===== config.mk =====
export PLATFORM = sky130hd
export DESIGN_NAME = uart_rx_ovs
export DESIGN_NICKNAME = d
export VERILOG_FILES = /design/src/rtl/uart_rx_ovs.sv
export SDC_FILE = /design/constraint.sdc
export NUM_CORES = 1
export LEC_CHECK = 0
export BUFFER_PORTS_ARGS = -buffer_cell sky130_fd_sc_hd__buf_2
export CORE_ASPECT_RATIO = 1.2
export CORE_MARGIN = 8
export CORE_UTILIZATION = 50
export CTS_BUF_LIST = sky130_fd_sc_hd__clkbuf_2 sky130_fd_sc_hd__clkbuf_4 sky130_fd_sc_hd__clkbuf_8
export DETAILED_ROUTE_END_ITERATION = 7
export PLACE_DENSITY = 0.69
export SYNTH_ARGS = -nofsm -noshare
export SYNTH_HDL_FRONTEND = slang
export SYNTH_SLANG_ARGS = --single-unit

===== constraint.sdc =====
create_clock -name clk -period 4.4 [get_ports clk]
set_clock_uncertainty 0.05 [all_clocks]
set_input_delay 0.66 -clock clk [delete_from_list [all_inputs] [get_ports clk]]
set_output_delay 0.66 -clock clk [all_outputs]
set_load 0.01 [all_outputs]

===== src/rtl/uart_rx_ovs.sv =====
// -----------------------------------------------------------------------------
// uart_rx_ovs -- parametrised oversampling UART receiver
//
// Receives asynchronous serial frames (start, DATA_W data bits LSB first,
// optional parity, STOP_BITS stop bits) using a sample strobe running at
// OVS x baud. Each bit is decided by a majority vote over the centre half of
// its window; false starts are rejected at the start-bit midpoint. Received
// words are offered on a valid/ready handshake with overrun detection.
//
// Optional feature: define UART_RX_PARITY_EN to add a parity bit after the
// data bits (sense chosen by PARITY_ODD). Without it parity_err is tied to 0.
//
// Parameters:
//   DATA_W      data bits per frame (5..9)
//   OVS         sample_tick strobes per bit period (even, >= 4)
//   STOP_BITS   stop bits checked (1 or 2)
//   PARITY_ODD  parity sense when parity is compiled in (0 even, 1 odd)
//
// Ports:
//   clk          system clock, all logic on posedge
//   rst          synchronous reset, active-high
//   sample_tick  one-clk strobe at OVS x baud rate
//   rx           asynchronous serial input, idles high
//   rx_data      received word, stable while rx_valid=1
//   rx_valid     word available, held until accepted
//   rx_ready     consumer accepts when rx_valid & rx_ready
//   frame_err    one-clk pulse: stop bit sampled 0
//   parity_err   one-clk pulse: parity mismatch
//   overrun_err  one-clk pulse: frame completed while rx_valid still 1
//   busy         1 whenever the receiver is not idle
// -----------------------------------------------------------------------------
`timescale 1ns/1ps

module uart_rx_ovs #(
    parameter int DATA_W     = 8,
    parameter int OVS        = 16,
    parameter int STOP_BITS  = 1,
    parameter bit PARITY_ODD = 1'b0
) (
    input  logic              clk,
    input  logic              rst,
    input  logic              sample_tick,
    input  logic              rx,
    output logic [DATA_W-1:0] rx_data,
    output logic              rx_valid,
    input  logic              rx_ready,
    output logic              frame_err,
    output logic              parity_err,
    output logic              overrun_err,
    output logic              busy
);

    localparam int TW = $clog2(OVS);
    localparam int CW = TW + 1;
    localparam int BW = (DATA_W > 1) ? $clog2(DATA_W) : 1;
    localparam int SW = 1;

    // START checks the line at the start-bit midpoint and then runs to the
    // end of the start bit, so every later window lines up with a bit period
    // and its centre samples straddle the bit midpoint.
    localparam logic [TW-1:0] T_MID       = TW'(OVS/2 - 1);
    localparam logic [TW-1:0] T_START_END = TW'(OVS - 2);
    localparam logic [TW-1:0] T_WIN_END   = TW'(OVS - 1);
    localparam logic [TW-1:0] T_CTR_LO    = TW'(OVS/4);
    localparam logic [TW-1:0] T_CTR_HI    = TW'(OVS/4 + OVS/2 - 1);
    localparam logic [BW-1:0] BIT_LAST    = BW'(DATA_W - 1);
    localparam logic [SW-1:0] STOP_LAST   = SW'(STOP_BITS - 1);

    typedef enum logic [2:0] {
        S_IDLE,
        S_START,
        S_DATA,
`ifdef UART_RX_PARITY_EN
        S_PARITY,
`endif
        S_STOP,
        S_WAIT_IDLE
    } state_t;

    state_t            state;
    state_t            state_nxt;

    logic              rx_meta;
    logic              rx_s;
    logic              rx_tick_prev;

    logic [TW-1:0]     tick_cnt;
    logic [CW-1:0]     ones_cnt;
    logic [BW-1:0]     bit_idx;
    logic [SW-1:0]     stop_idx;
    logic [DATA_W-1:0] shift_reg;

    logic              win_end;
    logic              bit_val;
    logic              frame_err_nxt;
    logic              done;
    logic              accept;

`ifdef UART_RX_PARITY_EN
    logic              parity_err_nxt;
    logic              discard;
`endif

    // Majority vote over the centre samples; a tie resolves to 1.
    function automatic logic vote(input logic [CW-1:0] ones);
        return ones >= CW'(OVS/4);
    endfunction

    function automatic logic in_centre(input logic [TW-1:0] t);
        return (t >= T_CTR_LO) && (t <= T_CTR_HI);
    endfunction

    function automatic logic par_expected(input logic [DATA_W-1:0] d);
        return (^d) ^ PARITY_ODD;
    endfunction

    // ---- input synchroniser ----
    always_ff @(posedge clk) begin
        if (rst) begin
            rx_meta <= 1'b1;
            rx_s    <= 1'b1;
        end else begin
            rx_meta <= rx;
            rx_s    <= rx_meta;
        end
    end

    // Line level at the previous tick. Cleared by reset so that a start bit
    // is only recognised after the line has been seen idle at least once.
    always_ff @(posedge clk) begin
        if (rst) begin
            rx_tick_prev <= 1'b0;
        end else if (sample_tick) begin
            rx_tick_prev <= rx_s;
        end
    end

    assign win_end = sample_tick && (tick_cnt == T_WIN_END);
    assign bit_val = vote(ones_cnt);
    assign accept  = rx_valid && rx_ready;
    assign busy    = (state != S_IDLE);

    // ---- FSM state register ----
    always_ff @(posedge clk) begin
        if (rst) begin
            state <= S_IDLE;
        end else begin
            state <= state_nxt;
        end
    end

    // ---- FSM next state and strobes ----
    always_comb begin
        state_nxt     = state;
        frame_err_nxt = 1'b0;
        done          = 1'b0;
`ifdef UART_RX_PARITY_EN
        parity_err_nxt = 1'b0;
`endif
        case (state)
            S_IDLE: begin
                if (sample_tick && !rx_s && rx_tick_prev) begin
                    state_nxt = S_START;
                end
            end
            S_START: begin
                if (sample_tick) begin
                    if ((tick_cnt == T_MID) && rx_s) begin
                        state_nxt = S_IDLE;
                    end else if (tick_cnt == T_START_END) begin
                        state_nxt = S_DATA;
                    end
                end
            end
            S_DATA: begin
                if (win_end && (bit_idx == BIT_LAST)) begin
`ifdef UART_RX_PARITY_EN
                    state_nxt = S_PARITY;
`else
                    state_nxt = S_STOP;
`endif
                end
            end
`ifdef UART_RX_PARITY_EN
            S_PARITY: begin
                if (win_end) begin
                    state_nxt      = S_STOP;
                    parity_err_nxt = (bit_val != par_expected(shift_reg));
                end
            end
`endif
            S_STOP: begin
                if (win_end) begin
                    if (!bit_val) begin
                        frame_err_nxt = 1'b1;
                        state_nxt     = S_WAIT_IDLE;
                    end else if (stop_idx == STOP_LAST) begin
                        state_nxt = S_IDLE;
`ifdef UART_RX_PARITY_EN
                        done      = !discard;
`else
                        done      = 1'b1;
`endif
                    end
                end
            end
            S_WAIT_IDLE: begin
                // A held break stays here silently until the line goes high.
                if (sample_tick && rx_s) begin
                    state_nxt = S_IDLE;
                end
            end
            default: begin
                state_nxt = S_IDLE;
            end
        endcase
    end

    // ---- window counters ----
    always_ff @(posedge clk) begin
        if (rst) begin
            tick_cnt <= '0;
            ones_cnt <= '0;
            bit_idx  <= '0;
            stop_idx <= '0;
`ifdef UART_RX_PARITY_EN
            discard  <= 1'b0;
`endif
        end else if (sample_tick) begin
            case (state)
                S_IDLE: begin
                    tick_cnt <= '0;
                    ones_cnt <= '0;
                    bit_idx  <= '0;
                    stop_idx <= '0;
`ifdef UART_RX_PARITY_EN
                    discard  <= 1'b0;
`endif
                end
                S_START: begin
                    if (tick_cnt == T_START_END) begin
                        tick_cnt <= '0;
                    end else begin
                        tick_cnt <= tick_cnt + 1'b1;
                    end
                end
                S_WAIT_IDLE: begin
                    tick_cnt <= '0;
                    ones_cnt <= '0;
                end
                default: begin
                    if (tick_cnt == T_WIN_END) begin
                        tick_cnt <= '0;
                        ones_cnt <= '0;
                        if (state == S_DATA) begin
                            bit_idx <= bit_idx + 1'b1;
                        end
                        if (state == S_STOP) begin
                            stop_idx <= stop_idx + 1'b1;
                        end
`ifdef UART_RX_PARITY_EN
                        if (state == S_PARITY) begin
                            discard <= parity_err_nxt;
                        end
`endif
                    end else begin
                        tick_cnt <= tick_cnt + 1'b1;
                        if (in_centre(tick_cnt) && rx_s) begin
                            ones_cnt <= ones_cnt + 1'b1;
                        end
                    end
                end
            endcase
        end
    end

    // ---- data shift register, LSB arrives first ----
    always_ff @(posedge clk) begin
        if (win_end && (state == S_DATA)) begin
            shift_reg <= {bit_val, shift_reg[DATA_W-1:1]};
        end
    end

    // ---- output handshake and error pulses ----
    always_ff @(posedge clk) begin
        if (rst) begin
            rx_data     <= '0;
            rx_valid    <= 1'b0;
            frame_err   <= 1'b0;
            overrun_err <= 1'b0;
        end else begin
            frame_err   <= frame_err_nxt;
            overrun_err <= 1'b0;
            if (done) begin
                // An accept on the completing clock frees the slot for the
                // new word, so it loads instead of overrunning.
                if (!rx_valid || accept) begin
                    rx_data  <= shift_reg;
                    rx_valid <= 1'b1;
                end else begin
                    overrun_err <= 1'b1;
                end
            end else if (accept) begin
                rx_valid <= 1'b0;
            end
        end
    end

`ifdef UART_RX_PARITY_EN
    always_ff @(posedge clk) begin
        if (rst) begin
            parity_err <= 1'b0;
        end else begin
            parity_err <= parity_err_nxt;
        end
    end
`else
    assign parity_err = 1'b0;
`endif

endmodule


* Yosys cells after proc, flatten, opt, wreduce, memory -nomap -nowiden
Cells that the tools add are included.
** Word-level totals
- Bits of input ports :: 5
- Flip-flop bits (word level) :: 38
- Logic and storage cells :: 102
** Operators by class
- Add/subtract/negate cells :: 4
- Equality and inequality tests :: 16
- Magnitude comparators :: 3
- Reductions and logical operators :: 30
- Multiplexer cells :: 31
- Bitwise logic cells :: 5
** Operators by type and width (number)
- 3-bit two-way mux :: 11
- 3-bit case mux with 5 select lines :: 1
- 1-bit two-way mux :: 11
- 1-bit logical AND :: 10
- 5-bit two-way mux :: 2
- 2-bit inequality test, second input constant :: 5
- 5-bit case mux with 2 select lines :: 1
- 4-bit equality test, second input constant :: 2
- 4-bit two-way mux :: 2
- 4-bit case mux with 2 select lines :: 1
- 4-bit AND reduction :: 2
- 2-bit nonzero test :: 4
- 7-bit AND reduction :: 1
- 3-bit by 2-bit equality test with 1-bit output, second input constant :: 2
- 3-bit equality test, second input constant :: 2
- 3-bit inequality test, second input constant :: 2
- 3-bit case mux with 2 select lines :: 1
- 3-bit nonzero test :: 2
- 2-bit OR reduction :: 3
- 5-bit by 1-bit adder with 5-bit output, second input constant :: 1
- 5-bit by 3-bit greater-or-equal comparator with 1-bit output, second input constant :: 1
- 1-bit NOT :: 5
- 4-bit by 1-bit adder with 4-bit output, second input constant :: 1
- 4-bit by 3-bit equality test with 1-bit output, second input constant :: 1
- other kinds (13) :: 15

* Logic depth before layout (Yosys ltp)
- Word-level depth :: 6
- Gate-level depth with buffers :: 7

* Worst setup path after synthesis
Ideal clock, no wire load.
- Path kind :: input-to-reg
- Start point :: in sample_tick
- End point :: reg rx_data[0]
- Cell stages on the path :: 7
- Data arrival time :: 1.877 ns
- Path slack :: 2.345 ns
- Library setup time :: 0.128 ns
- Path through :: buf_4 -> nand2b_1 -> or4b_4 -> nor2b_2 -> buf_6 -> mux2i_1 -> nor2_1
** On the way
- Word-level cells in the longest chain between the ends :: 4
** RTL lines
- start: declaration :: RTL line 42 : input logic sample_tick,
- 1-bit logical AND :: RTL line 138 : assign win_end = sample_tick && (tick_cnt == T_WIN_END);
- 1-bit two-way mux :: RTL line 193 : if (win_end) begin
- 1-bit two-way mux :: RTL line 160 : case (state)
- 2-bit AND reduction (no source line)
- end signal: assignment :: RTL line 298 : rx_data <= shift_reg;
- end: declaration :: RTL line 44 : output logic [DATA_W-1:0] rx_data,
No other way between the ends.
A chain may end at the register's enable or synchronous reset.

* Final worst setup path
- Start point :: reg state[0]
- End point :: reg rx_data[2]
** On the way
- Word-level cells in the longest chain between the ends :: 3
** RTL lines
- start: declaration :: RTL line 80 : state_t state;
- start signal: assignment :: RTL line 148 : state <= state_nxt;
- 3-bit by 2-bit equality test with 1-bit output :: RTL line 160
- 1-bit two-way mux :: RTL line 160
- 2-bit AND reduction (no source line)
No other way between the ends.

==> metrics.md <==
| Metric | Value |
|---|---|
| Worst Reg-to-Reg Cells | `5` |
| Setup TNS | `0 ns` |
| Min-delay worst type | `flop to flop` |
| Initial antenna violation count | `0` |
| CP top delay family | `simple AND/OR/NAND/NOR gates` |
| Worst R2R Start | `state[0]$_SDFFE_PP0P_` |
| Synthesized flop and latch total | `38` |
| Sw power | `138 µW` |
| Synth top area share | `35.0%` |
| Post_cts resized | `0` |
| Drt drc | `0` |
| Detail Placement HPWL | `2.21 mm` |
| Number of synthesized flops with an enable pin | `8` |
| Cell taking the most area after synthesis | `dfxtp_1` |
| Slew HR | `46.1%` |
| CTS tree | `built` |
| WHS Path Cells | `1` |
| Die Width | `69.5 µm` |
| Core ar. | `3310 µm²` |
| Worst setup SP type | `flop` |
| Post-Syn Area | `1710 µm²` |
| DRT iter0 DRCs | `44` |
| # clock sinks | `38` |
| Clock latency on the worst-skew pair | `0.29 ns` |
| Clock share of power | `48.7%` |
| Syn Area/Cell | `9.85 µm²` |
| Post-CTS Setup Repair Bufs | `0` |
| Ant diodes | `0` |
| Reg2reg setup slack | `2.07 ns` |
| Inst Count DP | `216` |
| Buf+Inv Stages, Crit Path | `0` |
| Max-cap viol count | `0` |
| Power Dens Cells | `387 nW/µm²` |
| Net Sw Frac | `18.6%` |
| Fraction of registers with async set/reset | `0%` |
| Crit-path cells | `o311a_1, or4b_4, nor2b_2, mux2i_1, nor2_1` |
| Max Clock Freq | `429 MHz` |
| Part of the Yosys area used for sequential elements | `49.1%` |
| Ports | `18` |
| CP required | `4.51 ns` |
| Final worst-path cycle share | `53.0%` |
| Vias per std cell | `5.40` |
| Pint | `607 µW` |
| Worst slew pin tran | `0.806 ns` |
| Synth-to-layout area growth | `12.2%` |
| Max Slew Vio Count | `0` |
| Critical-path top delay cell | `dfxtp_1` |
| Layout Cells excl Fill | `224` |
| ANT nets after route | `0` |
| Hold Path Sink | `rx_s$_SDFF_PP1_` |
| Die Height | `80.1 µm` |
| Crit end category | `flop` |
| Hold_sp | `rx_meta$_SDFF_PP1_` |
| Final hold viol count | `0` |
| Largest net degree at the start of global routing | `26` |
| Vias in the first global route | `1208` |
| Gr ovfl total | `0` |
| Critical Path AT | `2.44 ns` |
| DR WL/cell | `13.8 µm` |
| Clock Path Buffers | `2` |
| RSZ-0062 raised after global routing | `false` |
| Power share of the combinational group | `2.9%` |
| Synth warn | `0` |
| Max incr delay on CP | `0.65 ns` |
| Initial core utilization | `51.8%` |
| Total leakage power | `0.000761 µW` |
| Status | `complete, no violations` |
| Syn Inst Count | `174` |
| Vias | `1209` |
| Final GP Congestion | `0.813` |
| Setup Crit Path Kind | `flop to flop` |
| Nets | `199` |
| Sequential share of power | `48.4%` |
| Final Critical Period | `2.33 ns` |
| Row cnt | `23` |
| Worst IR drop on VDD | `0.304 mV` |
| Die area | `5570 µm²` |
| Root Buffer | `clkbuf_8` |
| Initial DRT Pass Iterations | `4` |
| PortBufs | `16` |
| Crit-path max FO | `18` |
| R2r endpoint | `rx_data[2]$_SDFFE_PP0P_` |
| Synth unique cells | `45` |
| Setup Viol. Count Final | `0` |
| Clk slew on worst S/H paths | `0.07 ns` |
| Synth area leaders | `dfxtp_1 (35%), edfxtp_1 (14%), mux2i_1 (7.0%)` |
| Global-route wire length before repair | `5.36 mm` |
| CTS Hold Buffers Added | `0` |
| Fraction of layout cells with a size suffix above 1 | `15.5%` |
| CTS buffer count | `5` |
| H-tree Lvls | `2` |
| GRT Overall Usage | `11.6%` |
| Mapped Nets | `187` |
| Routed wire length | `3.09 mm` |
| Most used DFF post-synth | `dfxtp_1` |
[power groups by stage]
stage	combinational, µW	clock [µW]	sequential (µW)
floorplan	20.3	0	367
global placement	21.5	0	368
detailed placement	22.0	0	369
CTS	22.2	369	361
global route	25.0	383	361
finish	22.0	363	361
[kinds of logic after synthesis]
group           count (synthesis)  synth area share [%]
fa+ha+maj                       8                  5.84
other cells                     1                 0.219
buf+inv                        18                  5.04
simple gates                   58                  16.9
flops                          38                  49.1
mux                            12                  7.01
compound gates                 33                  12.8
xor+xnor                        6                  3.07
[cell usage in the layout (no fill, tap or decap), types with 3 or more instances in the layout]
cell,instances
nor2_1,25
a21oi_1,7
buf_2,16
dfxtp_1,30
o211ai_1,3
nand2b_1,3
ha_1,8
edfxtp_1,8
or3_1,3
clkbuf_8,6
nand2_1,10
o21ai_0,6
mux2i_1,12
xor2_1,4
inv_1,7
[through the flow]
step	util, %	hold slack, ns	total power, µW	setup WS [ns]	area, µm²
3_5_place_dp	53.8	0.352	391	1.81	1780
5_1_grt	58.1	0.402	769	1.91	1920
4_1_cts	58.1	0.371	752	2.03	1920
6_report	58.1	0.371	745	2.07	1920
3_3_place_gp	53.8	0.349	390	1.84	1780
2_1_floorplan	-	0.339	387	2.35	1710
[area by class of cell]
class | count | area (µm²)
Multi-Input combinational cell | 118 | 787
Sequential cell | 38 | 841
Timing Repair Buffer | 16 | 80.1
Fill cell | 280 | 1390
Inverter | 7 | 26.3
Clock inverter | 2 | 60.1
Clock buffer | 6 | 82.6
Tap cell | 37 | 46.3
[cell usage after synthesis, drive strengths merged, types with 2 or more instances]
master,count
inv,7
nand2b,3
or2,2
edfxtp,8
or3,3
or4b,2
a21boi,2
clkbuf,7
o21ai,6
nor2,25
and3,2
o22ai,2
nand3,2
a21o,2
buf,4
xnor2,2
xor2,4
nand2,10
nor2b,3
mux2i,12
ha,8
dfxtp,30
o211ai,3
a21oi,7
[how the worst max path moves through the flow]
stage / from / to / slack, ns / depth (start not counted)
CTS: state[0]$_SDFFE_PP0P_ / rx_data[1]$_SDFFE_PP0P_ / 2.03 / 5
finish: state[0]$_SDFFE_PP0P_ / rx_data[2]$_SDFFE_PP0P_ / 2.07 / 5
detailed placement: sample_tick / rx_data[1]$_SDFFE_PP0P_ / 1.81 / 6
global placement: sample_tick / rx_data[1]$_SDFFE_PP0P_ / 1.84 / 6
floorplan: sample_tick / rx_data[0]$_SDFFE_PP0P_ / 2.35 / 7
global route: state[0]$_SDFFE_PP0P_ / rx_data[7]$_SDFFE_PP0P_ / 1.91 / 5
[layer usage]
layer / global-route usage [%] / share of wire (%) / up-vias
li1: - / - / 623
met1: 12.0 / 43 / 555
met2: 20.8 / 49 / 26
met3: 4.80 / 5.8 / 5
met4: 4.31 / 1.4 / 0
met5: 0 / 0 / -
(Power assumes the default switching activity.)
